### src/rtl/lc3b_types.sv
// Shared LC-3b type definitions used by the memory bridge and its byte-merge helper.
package lc3b_types;

  typedef logic [15:0] lc3b_word;
  typedef logic [1:0]  lc3b_mem_be;

  typedef enum logic [2:0] {
    IDLE     = 3'd0,
    READ     = 3'd1,
    RMW_READ = 3'd2,
    WRITE    = 3'd3,
    DONE     = 3'd4
  } lc3b_mem_state;

  localparam lc3b_mem_be BE_NONE = 2'b00;
  localparam lc3b_mem_be BE_FULL = 2'b11;

  // Expands per-byte enables into a per-bit lane mask.
  function automatic lc3b_word lane_mask(input lc3b_mem_be be);
    return {{8{be[1]}}, {8{be[0]}}};
  endfunction

endpackage

### src/rtl/lc3b_byte_merge.sv
// Combinational byte-lane merge: enabled lanes from the new word, the rest from the old word.
module lc3b_byte_merge
  import lc3b_types::*;
(
  input  lc3b_word   i_old_word,
  input  lc3b_word   i_new_word,
  input  lc3b_mem_be i_be,
  output lc3b_word   o_merged
);

  lc3b_word w_mask;

  // Lane select driven by the byte-enable mask.
  always_comb begin
    w_mask   = lane_mask(i_be);
    o_merged = (i_new_word & w_mask) | (i_old_word & ~w_mask);
  end

endmodule

### src/rtl/lc3b_mem_bridge.sv
// Bridges LC-3b CPU memory requests to a word-wide variable-latency physical memory,
// turning partial stores into read-modify-write sequences.
module lc3b_mem_bridge
  import lc3b_types::*;
#(
  parameter int WIDTH = 16
) (
  input  logic             clk,
  input  logic             reset,
  input  logic             mem_read,
  input  logic             mem_write,
  input  logic [1:0]       mem_byte_enable,
  input  logic [WIDTH-1:0] mem_address,
  input  logic [WIDTH-1:0] mem_wdata,
  output logic [WIDTH-1:0] mem_rdata,
  output logic             mem_resp,
  output logic             pmem_read,
  output logic             pmem_write,
  output logic [WIDTH-1:0] pmem_address,
  output logic [WIDTH-1:0] pmem_wdata,
  input  logic [WIDTH-1:0] pmem_rdata,
  input  logic             pmem_resp
);

  lc3b_mem_state    r_state, w_next_state;
  logic [WIDTH-1:0] r_addr, w_addr;
  logic [WIDTH-1:0] r_wdata, w_wdata;
  lc3b_mem_be       r_be, w_be;
  logic [WIDTH-1:0] r_pmem_wdata, w_pmem_wdata;
  logic [WIDTH-1:0] r_mem_rdata, w_mem_rdata;
  logic             r_mem_resp, w_mem_resp;
  logic             r_pmem_read, w_pmem_read;
  logic             r_pmem_write, w_pmem_write;
  lc3b_word         w_merged;

  lc3b_byte_merge u_merge (
    .i_old_word (pmem_rdata),
    .i_new_word (r_wdata),
    .i_be       (r_be),
    .o_merged   (w_merged)
  );

  // State register and registered outputs; reset drops every strobe immediately.
  always_ff @(posedge clk or posedge reset) begin
    if (reset) begin
      r_state      <= IDLE;
      r_addr       <= {WIDTH{1'b0}};
      r_wdata      <= {WIDTH{1'b0}};
      r_be         <= BE_NONE;
      r_pmem_wdata <= {WIDTH{1'b0}};
      r_mem_rdata  <= {WIDTH{1'b0}};
      r_mem_resp   <= 1'b0;
      r_pmem_read  <= 1'b0;
      r_pmem_write <= 1'b0;
    end else begin
      r_state      <= w_next_state;
      r_addr       <= w_addr;
      r_wdata      <= w_wdata;
      r_be         <= w_be;
      r_pmem_wdata <= w_pmem_wdata;
      r_mem_rdata  <= w_mem_rdata;
      r_mem_resp   <= w_mem_resp;
      r_pmem_read  <= w_pmem_read;
      r_pmem_write <= w_pmem_write;
    end
  end

  // Next-state and next-register logic; strobes are decoded from the next state
  // so they behave as Moore outputs of the state being entered.
  always_comb begin
    w_next_state = r_state;
    w_addr       = r_addr;
    w_wdata      = r_wdata;
    w_be         = r_be;
    w_pmem_wdata = r_pmem_wdata;
    w_mem_rdata  = r_mem_rdata;

    case (r_state)
      IDLE: begin
        if (mem_write || mem_read) begin
          w_addr  = mem_address & {{(WIDTH-1){1'b1}}, 1'b0};
          w_wdata = mem_wdata;
          w_be    = mem_byte_enable;
        end else begin
          w_addr  = r_addr;
        end
        if (mem_write) begin
          if (mem_byte_enable == BE_FULL) begin
            w_next_state = WRITE;
            w_pmem_wdata = mem_wdata;
          end else if (mem_byte_enable == BE_NONE) begin
            w_next_state = DONE;
          end else begin
            w_next_state = RMW_READ;
          end
        end else if (mem_read) begin
          w_next_state = READ;
        end else begin
          w_next_state = IDLE;
        end
      end
      READ: begin
        if (pmem_resp) begin
          w_mem_rdata  = pmem_rdata;
          w_next_state = DONE;
        end else begin
          w_next_state = READ;
        end
      end
      RMW_READ: begin
        if (pmem_resp) begin
          w_pmem_wdata = w_merged;
          w_next_state = WRITE;
        end else begin
          w_next_state = RMW_READ;
        end
      end
      WRITE: begin
        if (pmem_resp) begin
          w_next_state = DONE;
        end else begin
          w_next_state = WRITE;
        end
      end
      DONE:    w_next_state = IDLE;
      default: w_next_state = IDLE;
    endcase

    w_pmem_read  = (w_next_state == READ) || (w_next_state == RMW_READ);
    w_pmem_write = (w_next_state == WRITE);
    w_mem_resp   = (w_next_state == DONE);
  end

  assign mem_rdata    = r_mem_rdata;
  assign mem_resp     = r_mem_resp;
  assign pmem_read    = r_pmem_read;
  assign pmem_write   = r_pmem_write;
  assign pmem_address = r_addr;
  assign pmem_wdata   = r_pmem_wdata;

endmodule

### config.mk
export PLATFORM = sky130hd
export DESIGN_NAME = lc3b_mem_bridge
export DESIGN_NICKNAME = d
export VERILOG_FILES = /design/src/rtl/lc3b_types.sv /design/src/rtl/lc3b_byte_merge.sv /design/src/rtl/lc3b_mem_bridge.sv
export SDC_FILE = /design/constraint.sdc
export NUM_CORES = 1
export LEC_CHECK = 0
export CAP_MARGIN = 20
export CORE_MARGIN = 5
export CORE_UTILIZATION = 31
export CTS_CLUSTER_DIAMETER = 100
export DETAILED_ROUTE_END_ITERATION = 10
export MAX_ROUTING_LAYER = met4
export PLACE_DENSITY = 0.69
export REMOVE_ABC_BUFFERS = 1
export SYNTH_ARGS = -nofsm -noshare
export SYNTH_HDL_FRONTEND = slang
export SYNTH_SLANG_ARGS = --single-unit
export TNS_END_PERCENT = 100
### constraint.sdc
create_clock -name clk -period 2.8 [get_ports clk]
set_input_delay 0.56 -clock clk [delete_from_list [all_inputs] [get_ports clk]]
set_output_delay 0.56 -clock clk [all_outputs]
set_load 0.02 [all_outputs]
; After elaboration in Yosys (flattened, before gate mapping)
; Cells that the tools add are included.
; Widths: inputs -> output; s select.
[classes]
n_mux = 12
eq_ne = 11
bitwise = 4
n_reduce_logical = 8
[op_table]
columns = operator, n
row1 = $mux 16, 3
row2 = $and 16x16->16, 2
row3 = $pmux 16 s2, 1
row4 = $not 16->16, 1
row5 = $or 16x16->16, 1
row6 = $mux 3, 5
row7 = $eq 3x2->1 const B, 4
row8 = $pmux 3 s4, 1
row9 = $eq 3x1->1 const B, 2
row10 = $ne 2x2->1 const B, 3
row11 = $reduce_and 2->1, 2
row12 = $reduce_and 4->1, 1
row13 = $eq 3x3->1 const B, 1
row14 = $logic_not 3->1, 1
row15 = $eq 2x2->1 const B, 1
row16 = $logic_not 2->1, 1
row17 = $logic_or 1x1->1, 2
row18 = $mux 1, 2
row19 = $reduce_bool 2->1, 1
[word_totals]
output_inout_bits = 51
reg_bits = 71
in_bits = 55
elab_cells = 44

; Longest topological paths before layout
[depth]
depth_word = 7
ltp_mapped = 7
ltp_nobuf = 4

; Hierarchy
; A second synthesis with hierarchy kept.
[unflattened]
cells_unflattened = 223
area_unflattened_um2 = 3141.8
[by_module_without_submodules]
columns = module, area_per_inst_um2, cells_each, seq_area_each_um2, instances
row1 = lc3b_mem_bridge, 2879.0, 205, 1776.7, 1
row2 = lc3b_byte_merge, 262.8, 18, 0.0, 1

; Worst setup path after synthesis
; No wires, ideal clock.
[synth_path]
kind = input-to-reg
start = in mem_write
end = reg r_addr[10], in the netlist pmem_address[10]
stages = 5
required_time_ps = 2673
slack_ps = 1143
arrival_time_ps = 1530
path_cell_list = or2_1 -> and2_1 -> buf_2 -> buf_6 -> mux2_1
[synth_between]
elab_chain_cells = 2
[synth_rtl]
columns = item, line
row1 = from (decl), lc3b_mem_bridge.sv:11  ; input logic mem_write,
row2 = $logic_or 1x1->1, lc3b_mem_bridge.sv:80  ; if (mem_write || mem_read) begin
row3 = $reduce_and 2->1 (no line), n/a
row4 = to (signal assigned), lc3b_mem_bridge.sv:47  ; r_addr <= {WIDTH{1'b0}};
row5 = to (signal assigned), lc3b_mem_bridge.sv:57  ; r_addr <= w_addr;
row6 = to (decl), lc3b_mem_bridge.sv:26  ; logic [WIDTH-1:0] r_addr, w_addr;
; No other way between the ends.
; A chain may end at the register's enable or synchronous reset.

; Worst setup path in the final report
[layout_path]
start = in mem_write
end = reg r_addr[8], in the netlist pmem_address[8]
; Same word-level chain as after synthesis.

==> insert_results.sql <==
INSERT INTO impl_metrics (metric_group, metric, value, unit) VALUES
('sta', 'max_freq', '455', 'MHz'),
('floorplanning', 'floorplan.die.height', '109', 'um'),
('yosys', 'post_synth_inst_count', '207', ''),
('detailed_routing', 'drt_first_pass_iters', '4', ''),
('grt', 'global_route.overflow_total', '0', ''),
('sta', 'relSlewSlack', '42.7', '%'),
('sta', 'tightestPinTransition', '860', 'ps'),
('grt', 'number_of_global_route_vias_before_repair', '2205', ''),
('pwr', 'clk_network_pwr_share', '17.7', '%'),
('setup_path', 'critPathMaxFanout', '33', ''),
('setup_path', 'critical-path-max-stage-delay', '720', 'ps'),
('setup_path', 'timing.critical_path.required', '3020', 'ps'),
('setup_path', 'cp_top_family', 'simple AND/OR/NAND/NOR gates', ''),
('detailed_routing', 'wire_per_inst', '16.4', 'um'),
('yosys', 'synth_area', '0.00302', 'mm2'),
('run_status', 'run_status', 'finished, final reports clean', ''),
('yosys', 'ys_seq_area_share', '58.8', '%'),
('detailed_routing', 'num_vias', '2076', ''),
('flow_run', 'maxCapViolations', '0', ''),
('grt', 'grt_antenna_before_repair', '0', ''),
('sta', 'finalWorstPathRequiredPeriod', '2200', 'ps'),
('detailed_routing', 'wl', '7.39', 'mm'),
('yosys', 'most_area_consuming_cells_after_synthesis', 'dfrtp_1, mux2_1, mux2_2', ''),
('floorplanning', 'ioPinCount', '106', ''),
('yosys', 'yosys_reg_bits', '71', ''),
('sta', 'fin_crit_sh', '78.4', '%'),
('yosys', 'ys_async_sr_fraction', '100', '%'),
('clock_tree', 'tritoncts_num_sinks', '71', ''),
('grt', 'grt_pass1_wl', '11.5', 'mm'),
('clock_tree', 'clock_slew_seen_by_the_registers_of_the_worst_setup_and_hold_paths', '80', 'ps'),
('yosys', 'synthMostInstantiatedCell', 'dfrtp_1', ''),
('pwr', 'p_int', '3.32', 'mW'),
('placed_design', 'gp_routability_congestion', '0.725', ''),
('floorplanning', 'initial_core_util', '31.4', '%'),
('pwr', 'leakage', '1.79', 'nW'),
('final_layout', 'final_core_utilization', '45.7', '%'),
('clock_tree', 'cts_inserted_buffers', '9', ''),
('detailed_routing', 'drcViolationCount', '0', ''),
('grt', 'grtUsageTotal', '13.1', '%'),
('placed_design', 'dpl.hpwl', '5.29', 'mm'),
('setup_path', 'cp.arrival', '2420', 'ps'),
('clock_tree', 'cts-root-to-sink-buffers', '2', ''),
('setup_path', 'critPathCaptureType', 'flip-flop', ''),
('pwr', 'worst_ir_drop_vdd', '540', 'uV'),
('sta', 'slew_viol_final', '0', ''),
('final_layout', 'antenna_cells_inserted', '0', ''),
('yosys', 'synth.top_cell.area_share', '58.8', '%'),
('final_layout', 'nNetsFinal', '368', ''),
('yosys', 'synth_enable_flop_cells', '0', ''),
('placed_design', 'worst_slack_at_placement', '195', 'ps'),
('placed_design', 'io_buffers', '103', ''),
('floorplanning', 'die_w', '109', 'um'),
('detailed_routing', 'antenna_violating_nets_post_route', '0', ''),
('sta', 'post-route-worst-setup-slack', '604', 'ps'),
('min_path', 'hp-class', 'reg -> reg', ''),
('yosys', 'post_synth.cell_area_avg', '14.6', 'um2'),
('final_layout', 'ratio_of_cells_with_drive_above_1_in_the_final_layout', '14.5', '%'),
('clock_tree', 'clock_tree_from_tritoncts', 'done', ''),
('final_layout', 'area.growth.synth_to_final', '45.7', '%'),
('setup_path', 'crit_buf_inv', '1', ''),
('floorplanning', 'design.die.area', '0.0118', 'mm2'),
('grt', 'maximum_number_of_pins_on_one_net_before_global_route_repair', '34', ''),
('sta', 'setup_viol_count_final', '0', ''),
('floorplanning', 'fp.coreArea', '0.00964', 'mm2'),
('clock_tree', 'postCtsSetupRepairBufs', '0', ''),
('yosys', 'synth.distinct_cells', '30', ''),
('detailed_routing', 'routed_via_density', '4.61', ''),
('yosys', 'synth-warning-count', '0', ''),
('detailed_routing', 'initialDrtViolationCount', '46', ''),
('clock_tree', 'ctsRootBufferMaster', 'clkbuf_8', ''),
('setup_path', 'path_cells', 'clkdlybuf4s50_1 -> or2_1 -> and2_2 -> mux2_1', '');
final timing paths:
path / slack (ps) / cells after the start / startpoint / to
max: 600 / 4 / mem_write / pmem_address[8]
min: 490 / 1 / r_wdata[15] / r_wdata[15]
max reg2reg: 660 / 3 / r_state[2] / pmem_address[8]
min reg2reg: 490 / 1 / r_wdata[15] / r_wdata[15]
max in group asynchronous: 1690 / 3 / reset / pmem_wdata[0]
min in group asynchronous: 540 / 2 / reset / pmem_address[14]
metal layers:
metal	track usage [%]	part of all wire (%)
met2	21.1	49
met4	3.25	0.69
met3	3.61	4.8
met1	16.6	45
met5	-	0
layout by cell type, fill, tap and decap left out, types with 2 or more instances in the layout:
cell,count
bufinv_16,2
clkdlybuf4s50_1,103
dfrtp_1,71
buf_4,6
nand2_1,16
nor3_1,2
mux2_2,16
clkinvlp_4,3
mux2_1,33
clkbuf_8,10
o221a_1,16
nor2_1,5
mux2i_1,16
sequential cells by signal, summed over array words and instances, names as in the netlist:
register      flops
r_be              2
mem_rdata        16
r_state           3
pmem_write        1
pmem_read         1
mem_resp          1
pmem_address     15
r_wdata          16
pmem_wdata       16
logic make-up (layout without fill, tap and decap cells):
logic type                after synthesis  count (layout)  share of synthesized area (%)
DFF                                    71              71                           58.8
muxes                                  65              65                           23.6
and+or+nand+nor                        32              32                           5.75
AOI/OAI and AO/OA                      21              21                           7.49
buffers and inverters                  16             126                           4.01
other                                   1               1                          0.124
xor gates and xnor gates                1               1                          0.290
worst reg2reg max path, cell delays in order, from the launching register on:
cell     delay [ps]
dfrtp_1         520
nor3_4          320
and2_2          770
mux2_1          410
layout make-up:
cell class              count  area, um2
clock inverters             5       82.6
repair buffers            110       1100
fillers                   906       5240
flip-flops and latches     71       1780
multi-input cells         120       1140
well taps                 133        166
clock buffers              10        138
inverters                   1       3.75
power by group through the flow:
stage	sequential [mW]	combinational [mW]	clock (mW)
3_5_place_dp	1.91	2.36	0
2_1_floorplan	2.29	0.853	0
6_report	1.89	2.31	0.907
3_3_place_gp	1.89	2.32	0
5_1_grt	1.97	2.47	0.983
4_1_cts	1.90	2.37	0.937
stage by stage:
stage | cell area (um2) | power [mW] | hold slack (ps) | std cells
finish | 4400 | 5.11 | 488 | 450
detailed placement | 4180 | 4.28 | 476 | 435
CTS | 4400 | 5.21 | 493 | 450
global route | 4400 | 5.43 | 506 | 450
floorplan | 2910 | 3.14 | 458 | 192
global placement | 4180 | 4.21 | 467 | 435
Note: power is estimated with default switching activity, not from simulation.
